`src/rtl/ext_pkg.sv`:
```
// Operation codes shared between the operand extender and the instruction decoder.
package ext_pkg;

    localparam int unsigned EXT_OP_W = 3;

    localparam logic [EXT_OP_W-1:0] EXT_ZEXT = 3'd0;
    localparam logic [EXT_OP_W-1:0] EXT_SEXT = 3'd1;
    localparam logic [EXT_OP_W-1:0] EXT_LUI  = 3'd2;
    localparam logic [EXT_OP_W-1:0] EXT_LB   = 3'd3;
    localparam logic [EXT_OP_W-1:0] EXT_LBU  = 3'd4;
    localparam logic [EXT_OP_W-1:0] EXT_LH   = 3'd5;
    localparam logic [EXT_OP_W-1:0] EXT_LHU  = 3'd6;
    localparam logic [EXT_OP_W-1:0] EXT_RSVD = 3'd7;

endpackage

```
`src/rtl/ext_core.sv`:
```
// Combinational extender: immediate zero/sign extension, lui placement and
// little-endian byte/halfword extraction from the low 32 bits of a load word.
module ext_core
    import ext_pkg::*;
#(
    parameter int unsigned DATA_W = 32,
    parameter int unsigned IMM_W  = 16
) (
    input  logic [EXT_OP_W-1:0] op_i,
    input  logic [DATA_W-1:0]   data_i,
    input  logic [1:0]          off_i,
    output logic [DATA_W-1:0]   result_o,
    output logic                err_o
);

    logic [IMM_W-1:0] imm;
    logic [7:0]       byte_v;
    logic [15:0]      half_v;

    assign imm    = data_i[IMM_W-1:0];
    assign half_v = off_i[1] ? data_i[31:16] : data_i[15:0];

    always_comb begin
        byte_v = data_i[7:0];
        unique case (off_i)
            2'd0: byte_v = data_i[7:0];
            2'd1: byte_v = data_i[15:8];
            2'd2: byte_v = data_i[23:16];
            2'd3: byte_v = data_i[31:24];
        endcase
    end

    always_comb begin
        result_o = '0;
        err_o    = 1'b0;
        case (op_i)
            EXT_ZEXT: result_o = {{(DATA_W-IMM_W){1'b0}}, imm};
            EXT_SEXT: result_o = {{(DATA_W-IMM_W){imm[IMM_W-1]}}, imm};
            EXT_LUI:  result_o = {imm, {(DATA_W-IMM_W){1'b0}}};
            EXT_LB:   result_o = {{(DATA_W-8){byte_v[7]}}, byte_v};
            EXT_LBU:  result_o = {{(DATA_W-8){1'b0}}, byte_v};
            EXT_LH: begin
                result_o = {{(DATA_W-16){half_v[15]}}, half_v};
                err_o    = off_i[0];
            end
            EXT_LHU: begin
                result_o = {{(DATA_W-16){1'b0}}, half_v};
                err_o    = off_i[0];
            end
            default: err_o = 1'b1;
        endcase
    end

endmodule

```
`src/rtl/ext_pipe.sv`:
```
// Buffered operand extender: ext_core result pushed into a DEPTH-entry FIFO
// with valid/ready on both sides and a synchronous flush.
module ext_pipe
    import ext_pkg::*;
#(
    parameter int unsigned DATA_W = 32,
    parameter int unsigned IMM_W  = 16,
    parameter int unsigned DEPTH  = 2
) (
    input  logic                         clk,
    input  logic                         reset,
    input  logic                         in_valid,
    output logic                         in_ready,
    input  logic [EXT_OP_W-1:0]          in_op,
    input  logic [DATA_W-1:0]            in_data,
    input  logic [1:0]                   in_off,
    input  logic                         flush,
    output logic                         out_valid,
    input  logic                         out_ready,
    output logic [DATA_W-1:0]            out_data,
    output logic                         out_err,
    output logic [$clog2(DEPTH+1)-1:0]   count
);

    localparam int unsigned CNT_W = $clog2(DEPTH + 1);
    localparam int unsigned PTR_W = (DEPTH > 1) ? $clog2(DEPTH) : 1;
    localparam logic [PTR_W-1:0] PTR_LAST = PTR_W'(DEPTH - 1);

    function automatic logic [PTR_W-1:0] ptr_inc(input logic [PTR_W-1:0] p);
        return (p == PTR_LAST) ? '0 : p + 1'b1;
    endfunction

    logic [DATA_W:0]    mem_q [DEPTH];
    logic [DATA_W:0]    head_q, head_d;
    logic [PTR_W-1:0]   wr_ptr_q, wr_ptr_d, rd_ptr_q, rd_ptr_d;
    logic [CNT_W-1:0]   count_q, count_d;
    logic [DATA_W-1:0]  core_res;
    logic               core_err;
    logic               push, pop;

    ext_core #(
        .DATA_W (DATA_W),
        .IMM_W  (IMM_W)
    ) u_core (
        .op_i     (in_op),
        .data_i   (in_data),
        .off_i    (in_off),
        .result_o (core_res),
        .err_o    (core_err)
    );

    assign in_ready  = (count_q < CNT_W'(DEPTH));
    assign out_valid = (count_q != '0);
    assign push      = in_valid && in_ready && !flush;
    assign pop       = out_valid && out_ready && !flush;
    assign count     = count_q;
    assign out_data  = head_q[DATA_W-1:0];
    assign out_err   = head_q[DATA_W];

    // head_q mirrors the entry at rd_ptr so outputs are register-driven; when
    // the FIFO drains it keeps the last popped entry.
    always_comb begin
        wr_ptr_d = wr_ptr_q;
        rd_ptr_d = rd_ptr_q;
        count_d  = count_q;
        head_d   = head_q;
        if (flush) begin
            wr_ptr_d = '0;
            rd_ptr_d = '0;
            count_d  = '0;
            head_d   = '0;
        end else begin
            if (push) wr_ptr_d = ptr_inc(wr_ptr_q);
            if (pop)  rd_ptr_d = ptr_inc(rd_ptr_q);
            count_d = count_q + CNT_W'(push) - CNT_W'(pop);
            if (count_d != '0) begin
                head_d = (push && (rd_ptr_d == wr_ptr_q)) ? {core_err, core_res}
                                                          : mem_q[rd_ptr_d];
            end
        end
    end

    always_ff @(posedge clk or negedge reset) begin
        if (!reset) begin
            wr_ptr_q <= '0;
            rd_ptr_q <= '0;
            count_q  <= '0;
            head_q   <= '0;
            for (int i = 0; i < int'(DEPTH); i++) mem_q[i] <= '0;
        end else begin
            wr_ptr_q <= wr_ptr_d;
            rd_ptr_q <= rd_ptr_d;
            count_q  <= count_d;
            head_q   <= head_d;
            if (push) mem_q[wr_ptr_q] <= {core_err, core_res};
        end
    end

endmodule

```
`config.mk`:
```
export PLATFORM = sky130hd
export DESIGN_NAME = ext_pipe
export DESIGN_NICKNAME = d
export VERILOG_FILES = /design/src/rtl/ext_pkg.sv /design/src/rtl/ext_core.sv /design/src/rtl/ext_pipe.sv
export SDC_FILE = /design/constraint.sdc
export NUM_CORES = 1
export LEC_CHECK = 0
export ABC_CLOCK_PERIOD_IN_PS = 5330
export BUFFER_PORTS_ARGS = -buffer_cell sky130_fd_sc_hd__buf_2
export CAP_MARGIN = 40
export CELL_PAD_IN_SITES_DETAIL_PLACEMENT = 1
export CELL_PAD_IN_SITES_GLOBAL_PLACEMENT = 1
export CORE_MARGIN = 5
export CORE_UTILIZATION = 48
export CTS_CLUSTER_DIAMETER = 60
export CTS_CLUSTER_SIZE = 12
export DETAILED_ROUTE_END_ITERATION = 10
export PLACE_DENSITY = 0.87
export SLEW_MARGIN = 20
export SYNTH_ARGS = -nofsm -noshare
export SYNTH_HDL_FRONTEND = slang
export SYNTH_SLANG_ARGS = --single-unit
```
`constraint.sdc`:
```
create_clock -name clk -period 5.33 [get_ports clk]
set_input_delay 0.7995 -clock clk [delete_from_list [all_inputs] [get_ports clk]]
set_output_delay 0.7995 -clock clk [all_outputs]
set_load 0.02 [all_outputs]
```
# == After elaboration in Yosys (flattened, before gate mapping) ==
# Index checks and enable logic that the tools add are counted.
# totals
word_cells,62
ff_bits,103
output_inout_bits,37
input_bits,42
# op_classes
n_eq_ne,10
addsub,4
n_lt_le_gt_ge,4
reduce_logical,15
bitwise,2
mux,21
# ops
operator,n
33-bit 2-to-1 mux,7
32-bit case mux with 7 select lines,1
66-bit bitwise mux,1
33-bit demux with 1-bit select,1
8-bit case mux with 4 select lines,1
16-bit 2-to-1 mux,1
"3-bit equality test, second input constant",3
2-bit nonzero test,4
1-bit 2-to-1 mux,7
"3-bit by 2-bit equality test with 1-bit output, second input constant",2
1-bit logical AND,6
5-bit OR reduction,1
"2-bit equality test, second input constant",2
"2-bit >= comparator, second input constant",2
1-bit inverter with 2-bit output,2
"3-bit by 1-bit equality test with 1-bit output, second input constant",1
3-bit logical NOT,1
"1-bit adder, second input constant",2
2-bit by 1-bit adder with 2-bit output,1
"2-bit by 1-bit equality test with 1-bit output, second input constant",1
2-bit logical NOT,1
"2-bit by 1-bit less-than comparator with 1-bit output, second input constant",1
"2-bit less-than comparator, second input constant",1
2-bit 2-to-1 mux,1
5 further kinds,5

# == Logic depth before layout (Yosys ltp) ==
# Gate-level depths: netlist (run 1).
# depth
ltp_word,12
ltp_mapped,13
ltp_nobuf,10

# == Modules after synthesis ==
# A second synthesis (run 1) with hierarchy kept.
# unflattened
cells_unflattened,597
area_unflattened_um2,6185.9
# modules_own_cells
module,cells_each,area_per_inst_um2,instances
ext_pipe,419,4865.9,1
ext_core,178,1320.0,1

# == Least setup slack after synthesis (run 1) ==
# OpenSTA, ideal clock, no wires.
# synth_timing
path_type,input-to-reg
start,input port flush
end,register head_q[2]
n_path_buf,3
setup_ps,126
t_required_ps,5204
arrival_ps,3017
slack_ps,2187
stages,13
path_cell_list,buf_2 -> nor3b_2 -> inv_1 -> ha_1 -> inv_1 -> ha_1 -> xor3_1 -> nor2_1 -> or2_1 -> clkbuf_1 -> clkbuf_1 -> nor2_1 -> a221o_1
# synth_between
elab_chain_cells,11
# synth_rtl
item,line_no,text
from (decl),ext_pipe.sv:17,"input logic flush,"
1-bit logical NOT,"ext_pipe.sv:54, ext_pipe.sv:55",
1-bit logical AND,ext_pipe.sv:55,assign pop = out_valid && out_ready && !flush;
1-bit 2-to-1 mux,ext_pipe.sv:74,if (pop) rd_ptr_d = ptr_inc(rd_ptr_q);
1-bit 2-to-1 mux,ext_pipe.sv:67,if (flush) begin
1-bit inverter with 2-bit output (not written as such),ext_pipe.sv:78,: mem_q[rd_ptr_d];
33-bit 2-to-1 mux (not written as such) (3 in a row),ext_pipe.sv:78,
33-bit 2-to-1 mux,ext_pipe.sv:77,"head_d = (push && (rd_ptr_d == wr_ptr_q)) ? {core_err, core_res}"
33-bit 2-to-1 mux,ext_pipe.sv:76,if (count_d != '0) begin
33-bit 2-to-1 mux,ext_pipe.sv:67,
to (signal assigned),ext_pipe.sv:88,head_q <= '0;
to (signal assigned),ext_pipe.sv:94,head_q <= head_d;
to (decl),ext_pipe.sv:34,"logic [DATA_W:0] head_q, head_d;"
# Parallel ways exist; a longest one is shown, timed or not. The select of a mux whose other input is x is not followed.
# A chain may end at the register's enable or synchronous reset.

# == Worst setup path in the final report (run 1) ==
# layout_timing
start,input port flush
end,register head_q[21]
# Same word-level chain as after synthesis.

==> results of run 1 <==
-- synth_stat cells (all sizes together) (2+ instances only) --
| master | n | area, µm² |
|---|---|---|
| a211oi | 21 | 158 |
| a21bo | 15 | 150 |
| a21boi | 5 | 37.5 |
| a21o | 2 | 15.0 |
| a21oi | 22 | 110 |
| a221o | 2 | 20.0 |
| a221oi | 3 | 26.3 |
| a22oi | 2 | 15.0 |
| a31o | 16 | 140 |
| a41o | 4 | 40.0 |
| and2 | 6 | 40.0 |
| and3 | 5 | 31.3 |
| buf | 11 | 68.8 |
| clkbuf | 43 | 161 |
| dfrtp | 103 | 2580 |
| ha | 2 | 25.0 |
| inv | 8 | 30.0 |
| mux2 | 12 | 139 |
| mux2i | 27 | 270 |
| nand2 | 112 | 420 |
| nand2b | 8 | 57.6 |
| nand3 | 20 | 100 |
| nor2 | 12 | 45.0 |
| nor2b | 8 | 50.1 |
| nor3 | 4 | 20.0 |
| o211ai | 8 | 60.1 |
| o21ai | 89 | 445 |
| o221ai | 9 | 78.8 |
| o22a | 2 | 17.5 |
| o22ai | 14 | 87.6 |
| o2bb2ai | 2 | 17.5 |
| or2 | 4 | 25.0 |
| or3 | 8 | 50.1 |
-- final cells by class --
type / count / area (µm²)
well taps: 143 / 179
repair buffers: 89 / 515
clock inverters: 4 / 47.5
flip-flops and latches: 103 / 2580
inverters: 9 / 33.8
multi-input cells: 456 / 2850
fillers: 1336 / 5080
clock buffers: 10 / 239
-- per-stage QoR --
step                hold WS (ns)  area [µm²]
floorplan                  0.441        5670
global placement           0.454        6090
detailed placement         0.470        6120
CTS                        0.484        6410
global route               0.231        6440
finish                     0.244        6440
-- final timing paths --
kind | startpoint | endpoint | slack (ns) | cells past startpoint
worst max-delay path | flush | head_q[21] | 2.14 | 12
worst min-delay path | reset | rd_ptr_q | 0.24 | 1
worst max register to register | count[1] | head_q[21] | 2.31 | 11
worst min register to register | head_q[20] | head_q[20] | 0.48 | 2
max in group asynchronous | reset | head_q[31] | 4.00 | 3
min in group clk | head_q[20] | head_q[20] | 0.48 | 2
-- routing by layer --
metal  vias up  global-route usage, %  wire length, µm
met1      2608                   32.7             7650
met5         -                      0                0
met2       146                   44.0             8930
met4         0                   7.89              344
met3        24                   4.20              771
li1       2345                      -                -
-- power groups by stage --
stage          sequential [mW]  combinational (mW)  clock [mW]
2_1_floorplan             1.23               0.504           0
3_3_place_gp              1.17               0.807           0
3_5_place_dp              1.19               0.866           0
4_1_cts                   1.18               0.874       0.667
5_1_grt                   1.20               0.959       0.709
6_report                  1.18               0.875       0.656
-- kinds of logic (layout without fill, tap and decap cells) --
| group | after synthesis | in the layout |
|---|---|---|
| compound gates | 222 | 222 |
| simple gates | 189 | 189 |
| flops | 103 | 103 |
| buf+inv | 63 | 112 |
| mux | 40 | 40 |
| fa+ha+maj | 3 | 3 |
| xor+xnor | 2 | 2 |
-- worst max-delay path, stage by stage --
cell and delay, ns:
buf_2 0.16, nor3b_2 0.34, inv_1 0.17, ha_1 0.31
inv_1 0.05, ha_1 0.17, xor3_1 0.27, nor2_1 0.08
or2_1 0.38, buf_8 0.23, a31o_2 0.22, o21ai_0 0.24
-- sequential cells by signal, summed over array words and instances (netlist names) --
signal	flops
count	2
head_q	33
mem_q	66
rd_ptr_q	1
wr_ptr_q	1
==> impl_metrics.ini, run 1 <==
[pwr]
peakVddDrop_mv = 0.236
p_total_mw = 2.71
power_density_nw_per_um2 = 420
power_switching_mw = 0.981
internal_power_mw = 1.73
clkPwrFrac_pct = 24.2
p_seq_share_pct = 43.4
swShare_pct = 36.2
combPwrFrac_pct = 32.3
p_leak_nw = 2.97

[status]
status = completed

[yosys]
synth_nets = 666
synth_flop_cell = dfrtp_1
synth-edff-count = 0
ys_types = 54
yosys_warnings = 0
seq_area_frac_synth_pct = 45.4
synth_top_family_by_area = compound AO/OA/AOI/OAI gates
avgSynthCellArea_um2 = 9.12
synthesis.area_um2 = 5670
synth_compound_area_share_pct = 25.9
synth-async-reset-ratio_pct = 100
syn_inst = 622
synth-xor-area-share_pct = 0.574
synthSimpleGateAreaFrac_pct = 15.2
synth-seq-cells = 103
synthMuxAreaShare_pct = 7.61
synth_fa_ha_area_share_pct = 0.618

[timing]
rsz0062_at_grt = no
slew_viol_final = 0
fin_tns_setup_ns = 0
tightest_slew_ns = 0.683
post-route-period-util_pct = 59.8
setup_ws_ns = 2.14
skew_ns = 0.00891
fmax_mhz = 314
hold_viol_final = 0
period_minus_slack_ns = 3.19
max_slew_margin_pct = 54.5
finalSetupViolations = 0

[placed_design]
io_buffers = 78
gp_congestion = 0.897
pre_cts_ws_ns = 1.89
dp_cells = 799
dp_hpwl_um = 11900

[global_route]
grt_first_pass_wirelength_um = 29000
grt_max_degree = 64
grt_antenna_before_repair = 0
grt_pass1_vias = 5514
overflow = 0
grt_util_all_layers_pct = 25.4

[die]
initial_core_util_pct = 49.3
die_x_um = 119
core_um2 = 11500
die_y_um = 119
die-area_um2 = 14100
io_pins = 79
rows = 39

[detailed_routing]
route.detailed.drc = 0
first_iter_violations = 374
detail-route-antenna-nets = 0
drt-wirelength-per-cell_um = 21.7
routed_via_density = 6.29
dr.pass1.iters = 6
vias = 5123
wl_um = 17700

[clock_tree]
cts_tree = done
clk_latency_ns = 0.35
cts.sinks = 103
cts_buffers = 9
cts_buffer_depth = 2
cts_resized = 0
clockRootBuffer = clkbuf_16
ctsHoldBuffers = 0
clkTransAtPathRegs_ns = 0.07
cts_setup_buffers = 0
h-tree-depth = 3

[final_layout]
syn_to_final_growth_pct = 13.5
fin_util_pct = 55.9
drive_gt1_share_pct = 23.4
final_common_cell = nand2_1
final_cell_mix = nand2_1 (112), dfrtp_1 (103), o21ai_0 (88), buf_2 (77), mux2i_1 (27)
diodes = 0
nNetsFinal = 712
final_cells = 814

[critical_path]
crit_path_start_kind = input pin
cp-end-kind = flop
cp_max_fo = 15
crit_arrival_ns = 3.43
critical_path_class = in2reg
crit_required_ns = 5.57

[worst_hold_path]
holdCritPathClass = in2async

[flow_run]
drv_cap = 0
Power figures use the tool's default switching activity.
==> inputs of run 2 (changes only) <==
--- a/config.mk
+++ b/config.mk
@@ -5,17 +5,17 @@
 export SDC_FILE = /design/constraint.sdc
 export NUM_CORES = 1
 export LEC_CHECK = 0
-export ABC_CLOCK_PERIOD_IN_PS = 5330
+export ABC_CLOCK_PERIOD_IN_PS = 3300
 export BUFFER_PORTS_ARGS = -buffer_cell sky130_fd_sc_hd__buf_2
 export CAP_MARGIN = 40
 export CELL_PAD_IN_SITES_DETAIL_PLACEMENT = 1
 export CELL_PAD_IN_SITES_GLOBAL_PLACEMENT = 1
 export CORE_MARGIN = 5
-export CORE_UTILIZATION = 48
+export CORE_UTILIZATION = 44
 export CTS_CLUSTER_DIAMETER = 60
 export CTS_CLUSTER_SIZE = 12
 export DETAILED_ROUTE_END_ITERATION = 10
-export PLACE_DENSITY = 0.87
+export PLACE_DENSITY = 0.81
 export SLEW_MARGIN = 20
 export SYNTH_ARGS = -nofsm -noshare
 export SYNTH_HDL_FRONTEND = slang
==> constraint.sdc (replaced) <==
create_clock -name clk -period 3.3 [get_ports clk]
set_input_delay 0.495 -clock clk [delete_from_list [all_inputs] [get_ports clk]]
set_output_delay 0.495 -clock clk [all_outputs]
set_load 0.02 [all_outputs]
==> run 2 against run 1 <==
  * Total power up 68%
  * Utilization fell by 4.1 points
  * Flip-flop and latch count did not move
  * Die area increased by 8.3%
  * Routed wire length rose by 1.7%
  * Final cell count is 4.4% higher
  * Combinational power increased by 61%
  * Critical path depth down 1
  * Global-route usage decreased by 0.95 points
  * Final area rose by 1.6%
  * Critical endpoint is now head_q[14]
  * Highest routed layer is now met5
==> impl_metrics.ini, run 2 (same netlist as run 1, synthesis figures left out) <==
[timing]
period_minus_slack_ns = 2.84
fin_tns_setup_ns = 0
slew_viol_final = 0
skew_ns = 0.00668
post-route-period-util_pct = 86.0
tightest_slew_ns = 0.591
rsz0062_at_grt = no
fmax_mhz = 352
hold_viol_final = 0
setup_ws_ns = 0.461
finalSetupViolations = 0
max_slew_margin_pct = 60.6

[final_layout]
nNetsFinal = 717
largest-register = mem_q
final_cells = 850
fin_area_um2 = 6540
syn_to_final_growth_pct = 15.4
drive_gt1_share_pct = 24.2
final_common_cell = nand2_1
diodes = 0
final_cell_mix = nand2_1 (112), dfrtp_1 (103), o21ai_0 (88), buf_2 (77), mux2i_1 (27)
fill_cells = 1502
largest_reg_flops = 66

[die]
core_um2 = 12600
rows = 41
initial_core_util_pct = 44.9
io_pins = 79
die_y_um = 124
die-area_um2 = 15300
die_x_um = 124

[detailed_routing]
vias = 5122
dr_wl_met3_um = 1130
route.detailed.drc = 0
drt-met1-wl_um = 7590
drt-wirelength-per-cell_um = 21.2
detail-route-antenna-nets = 0
wl_um = 18000
dr.pass1.iters = 4
wl_met2_um = 8880
first_iter_violations = 448
routed_via_density = 6.03
dr.max_layer_used = met5

[placed_design]
io_buffers = 78
dpl_cell_area_um2 = 6200
dp_cells = 834
dp_hpwl_um = 12600
gp_congestion = 0.836
pre_cts_ws_ns = 0.374

[pwr]
peakVddDrop_mv = 0.316
p_leak_nw = 3.01
power_density_nw_per_um2 = 695

[global_route]
grt_util_all_layers_pct = 24.5
grt_pass1_vias = 5436
grt_max_degree = 45
grt_antenna_before_repair = 1
grt_first_pass_wirelength_um = 29000
overflow = 0

[flow_run]
drv_cap = 0

[critical_path]
crit_family = simple AND/OR/NAND/NOR gates
critPathSlowestCell = dfrtp_1
crit_chain = nor2_1 -> nor2_1 -> ha_1 -> inv_1 -> ha_1 -> xor3_1 -> nor2_1 -> or2_1 -> buf_4 -> or3_1 -> o211ai_1
cp.buffers_inverters = 2
critical_path_class = reg2reg
crit_arrival_ns = 3.10
crit_path_start_kind = flop
cp_max_fo = 10
max_stage_delay_ns = 0.44
critPathMostFrequentCell = nor2_1
cp-end-kind = flop
crit_required_ns = 3.56

[clock_tree]
cts.sinks = 103
cts_buffer_depth = 2
clkTransAtPathRegs_ns = 0.07
clockRootBuffer = clkbuf_16
clk_latency_ns = 0.35
cts_tree = done
h-tree-depth = 3
cts_resized = 0
ctsHoldBuffers = 0
cts_setup_buffers = 0
cts_buffers = 9

[status]
status = completed

[worst_hold_path]
holdCritPathClass = in2async
run 2: cell types whose count changed in the layout (fill, tap and decap cells not counted), sizes merged:
cell    delta
buf        +5
bufinv     +2
clkbuf     -1
inv        +1
run 2: power by group:
| group | internal, mW | switching [mW] |
|---|---|---|
| logic | 0.532 | 0.874 |
| registers | 1.66 | 0.236 |
| clock network | 0.745 | 0.496 |
run 2: per-stage QoR:
step	hold WS, ns	total power [mW]	util (%)
floorplan	0.199	2.80	-
CTS	0.167	4.57	51.9
global placement	0.452	3.21	49.0
detailed placement	0.462	3.33	49.1
finish	0.144	4.55	51.9
global route	0.194	4.80	51.9
run 2: per-layer routing:
metal | vias to the layer above | track usage, %
met1 | 2601 | 31.8
met2 | 145 | 40.7
li1 | 2342 | -
met3 | 32 | 5.31
met4 | 2 | 8.03
met5 | - | 0
run 2: worst reg2reg max path, delay by kind of cell (launching register included):
family	cells	cell delay [ns]
simple gates	5	1.25
compound gates	1	0.09
flops	1	0.44
fa+ha+maj	2	0.46
buf+inv	2	0.26
xor+xnor	1	0.25
run 2: path summary, 6_finish.rpt:
check,start,endpoint,slack (ns),cells past startpoint
worst max register to register,count[1],head_q[14],0.46,11
worst min register to register,mem_q[25],mem_q[25],0.48,2
worst min-delay path,reset,mem_q[48],0.14,1
worst max-delay path,count[1],head_q[14],0.46,11
max in group asynchronous,reset,mem_q[24],2.31,2
min in group clk,flush,count[1],0.43,2
run 2: cell type report:
class                   instances  area, µm²  share of cell area [%]
clock buffers                   9        225                    3.44
clock inverters                 7        120                    1.84
inverters                       9       33.8                   0.516
multi-input cells             456       2850                    43.5
flip-flops and latches        103       2580                    39.4
well taps                     172        215                    3.29
repair buffers                 94        526                    8.03
==> inputs of run 3 (changes only) <==
--- a/config.mk
+++ b/config.mk
@@ -10,6 +10,7 @@
 export CAP_MARGIN = 40
 export CELL_PAD_IN_SITES_DETAIL_PLACEMENT = 1
 export CELL_PAD_IN_SITES_GLOBAL_PLACEMENT = 1
+export CORE_ASPECT_RATIO = 2
 export CORE_MARGIN = 5
 export CORE_UTILIZATION = 44
 export CTS_CLUSTER_DIAMETER = 60
==> run 3 against run 2 <==
  * Clock-buffer cell count is the same
  * Combinational power is essentially flat
  * First-iteration DRC count shrank 39%
  * Highest routed layer is now met4
  * Critical endpoint is now head_q[32]
  * Register-to-register slack lost 0.04 ns
  * Non-clock buffer count grew 4
  * Final area shrank 0.52%
  * Largest power group unchanged
  * Critical path depth shrank 1
  * Total power shrank 4.5%
  * Hold slack lost 0.017 ns
==> impl_metrics.ini, run 3 (same netlist as run 1, synthesis figures left out) <==
[status]
status = completed

[timing]
slew_viol_final = 0
tightest_slew_ns = 0.735
hold_viol_final = 0
max_slew_margin_pct = 51.0
period_minus_slack_ns = 2.88
fmax_mhz = 347
fin_tns_setup_ns = 0
finalSetupViolations = 0
rsz0062_at_grt = no
post-route-period-util_pct = 87.3
skew_ns = 0.00604

[detailed_routing]
first_iter_violations = 272
vias = 5146
routed_via_density = 6.19
detail-route-antenna-nets = 0
dr.pass1.iters = 4
wl_um = 18400
drt-wirelength-per-cell_um = 22.1
route.detailed.drc = 0

[clock_tree]
cts_setup_buffers = 0
cts_buffer_depth = 2
cts.sinks = 103
cts_buffers = 9
h-tree-depth = 3
cts_tree = done
clockRootBuffer = clkbuf_16
cts_resized = 0
clkTransAtPathRegs_ns = 0.07
clk_latency_ns = 0.35
ctsHoldBuffers = 0

[critical_path]
critPathMostFrequentCell = nor2_1
cp_max_fo = 16
cp-end-kind = flop
crit_path_start_kind = flop
timing.rr.start = count[1]
startpoint = count[1]
max_stage_delay_ns = 0.44
crit_chain = nor2_1 -> nor2_1 -> ha_1 -> inv_1 -> ha_1 -> xor3_1 -> nor2_1 -> or2_1 -> buf_4 -> o41ai_1
crit_required_ns = 3.52
critical_path_class = reg2reg
critPathSlowestCell = dfrtp_1
crit_arrival_ns = 3.10

[flow_run]
drv_cap = 0

[final_layout]
final_common_cell = nand2_1
nNetsFinal = 721
largest-register = mem_q
diodes = 0
drive_gt1_share_pct = 24.7
fin_util_pct = 51.6
final_cell_mix = nand2_1 (112), dfrtp_1 (103), o21ai_0 (88), buf_2 (77), mux2i_1 (27)
multi_input_comb_area_um2 = 2850
largest_reg_flops = 66
seqCellArea_um2 = 2580
syn_to_final_growth_pct = 14.8
fill_cells = 1533

[placed_design]
gp_congestion = 0.828
dp_hpwl_um = 13000
io_buffers = 78

[pwr]
peakVddDrop_mv = 0.368
p_leak_nw = 3.01
power_density_nw_per_um2 = 666

[worst_hold_path]
holdCritPathClass = in2async

[global_route]
grt_antenna_before_repair = 0
grt_pass1_vias = 5692
grt_max_degree = 64
grt_first_pass_wirelength_um = 30000
overflow = 0
grt_util_all_layers_pct = 24.2

[die]
io_pins = 79
core_um2 = 12600
die_x_um = 90.3
die-area_um2 = 15400
die_y_um = 171
rows = 58
initial_core_util_pct = 44.9
-- run 3: path summary, 6_finish.rpt --
path | endpoint | slack (ns) | cells past startpoint
setup / recovery | head_q[32] | 0.42 | 10
hold / removal | mem_q[49] | 0.13 | 2
setup reg to reg | head_q[32] | 0.42 | 10
hold reg to reg | mem_q[18] | 0.47 | 2
max in group asynchronous | mem_q[27] | 2.49 | 3
min in group clk | wr_ptr_q | 0.43 | 2
-- run 3: where the power goes --
group	switching [mW]	leakage [nW]	total, mW	internal (mW)
registers	0.232	1.36	1.89	1.66
logic	0.884	1.52	1.42	0.537
clock network	0.505	0.135	1.03	0.520
-- run 3: critical path, delay by kind of cell, from the launching register on --
kind                     cells  cell delay (ns)
adder cells (fa/ha/maj)      2             0.48
flip-flops                   1             0.44
buffers and inverters        2             0.29
AO/OA/AOI/OAI                1             0.42
AND/OR/NAND/NOR              4             0.87
XOR/XNOR                     1             0.25
-- run 3: area by class of cell --
cell class,count,share of cell area [%]
multi-input combinational,456,43.7
clock inverter,6,0.846
sequential,103,39.6
clock buffer,9,3.46
inverter,9,0.519
timing repair buffer,98,8.96
tap,150,2.88
-- run 3: stage by stage --
stage                     std cells  instance area (µm²)  hold WS (ns)  worst slack [ns]  power [mW]
after floorplan                 622                 5670         0.199             0.462        2.80
after global placement          814                 6170         0.452             0.534        3.23
after detailed placement        815                 6200         0.463             0.308        3.34
after CTS                       830                 6480         0.249             0.399        4.37
after global routing            831                 6510         0.163             0.272        4.60
final                           831                 6510         0.127             0.421        4.34
-- run 3: metal layers --
metal	global-route usage, %	vias to the layer above	wire length, µm
met5	0	-	0
met4	13.1	0	883
met3	2.95	54	589
met2	44.3	121	10000
met1	27.1	2621	6870
li1	-	2350	-
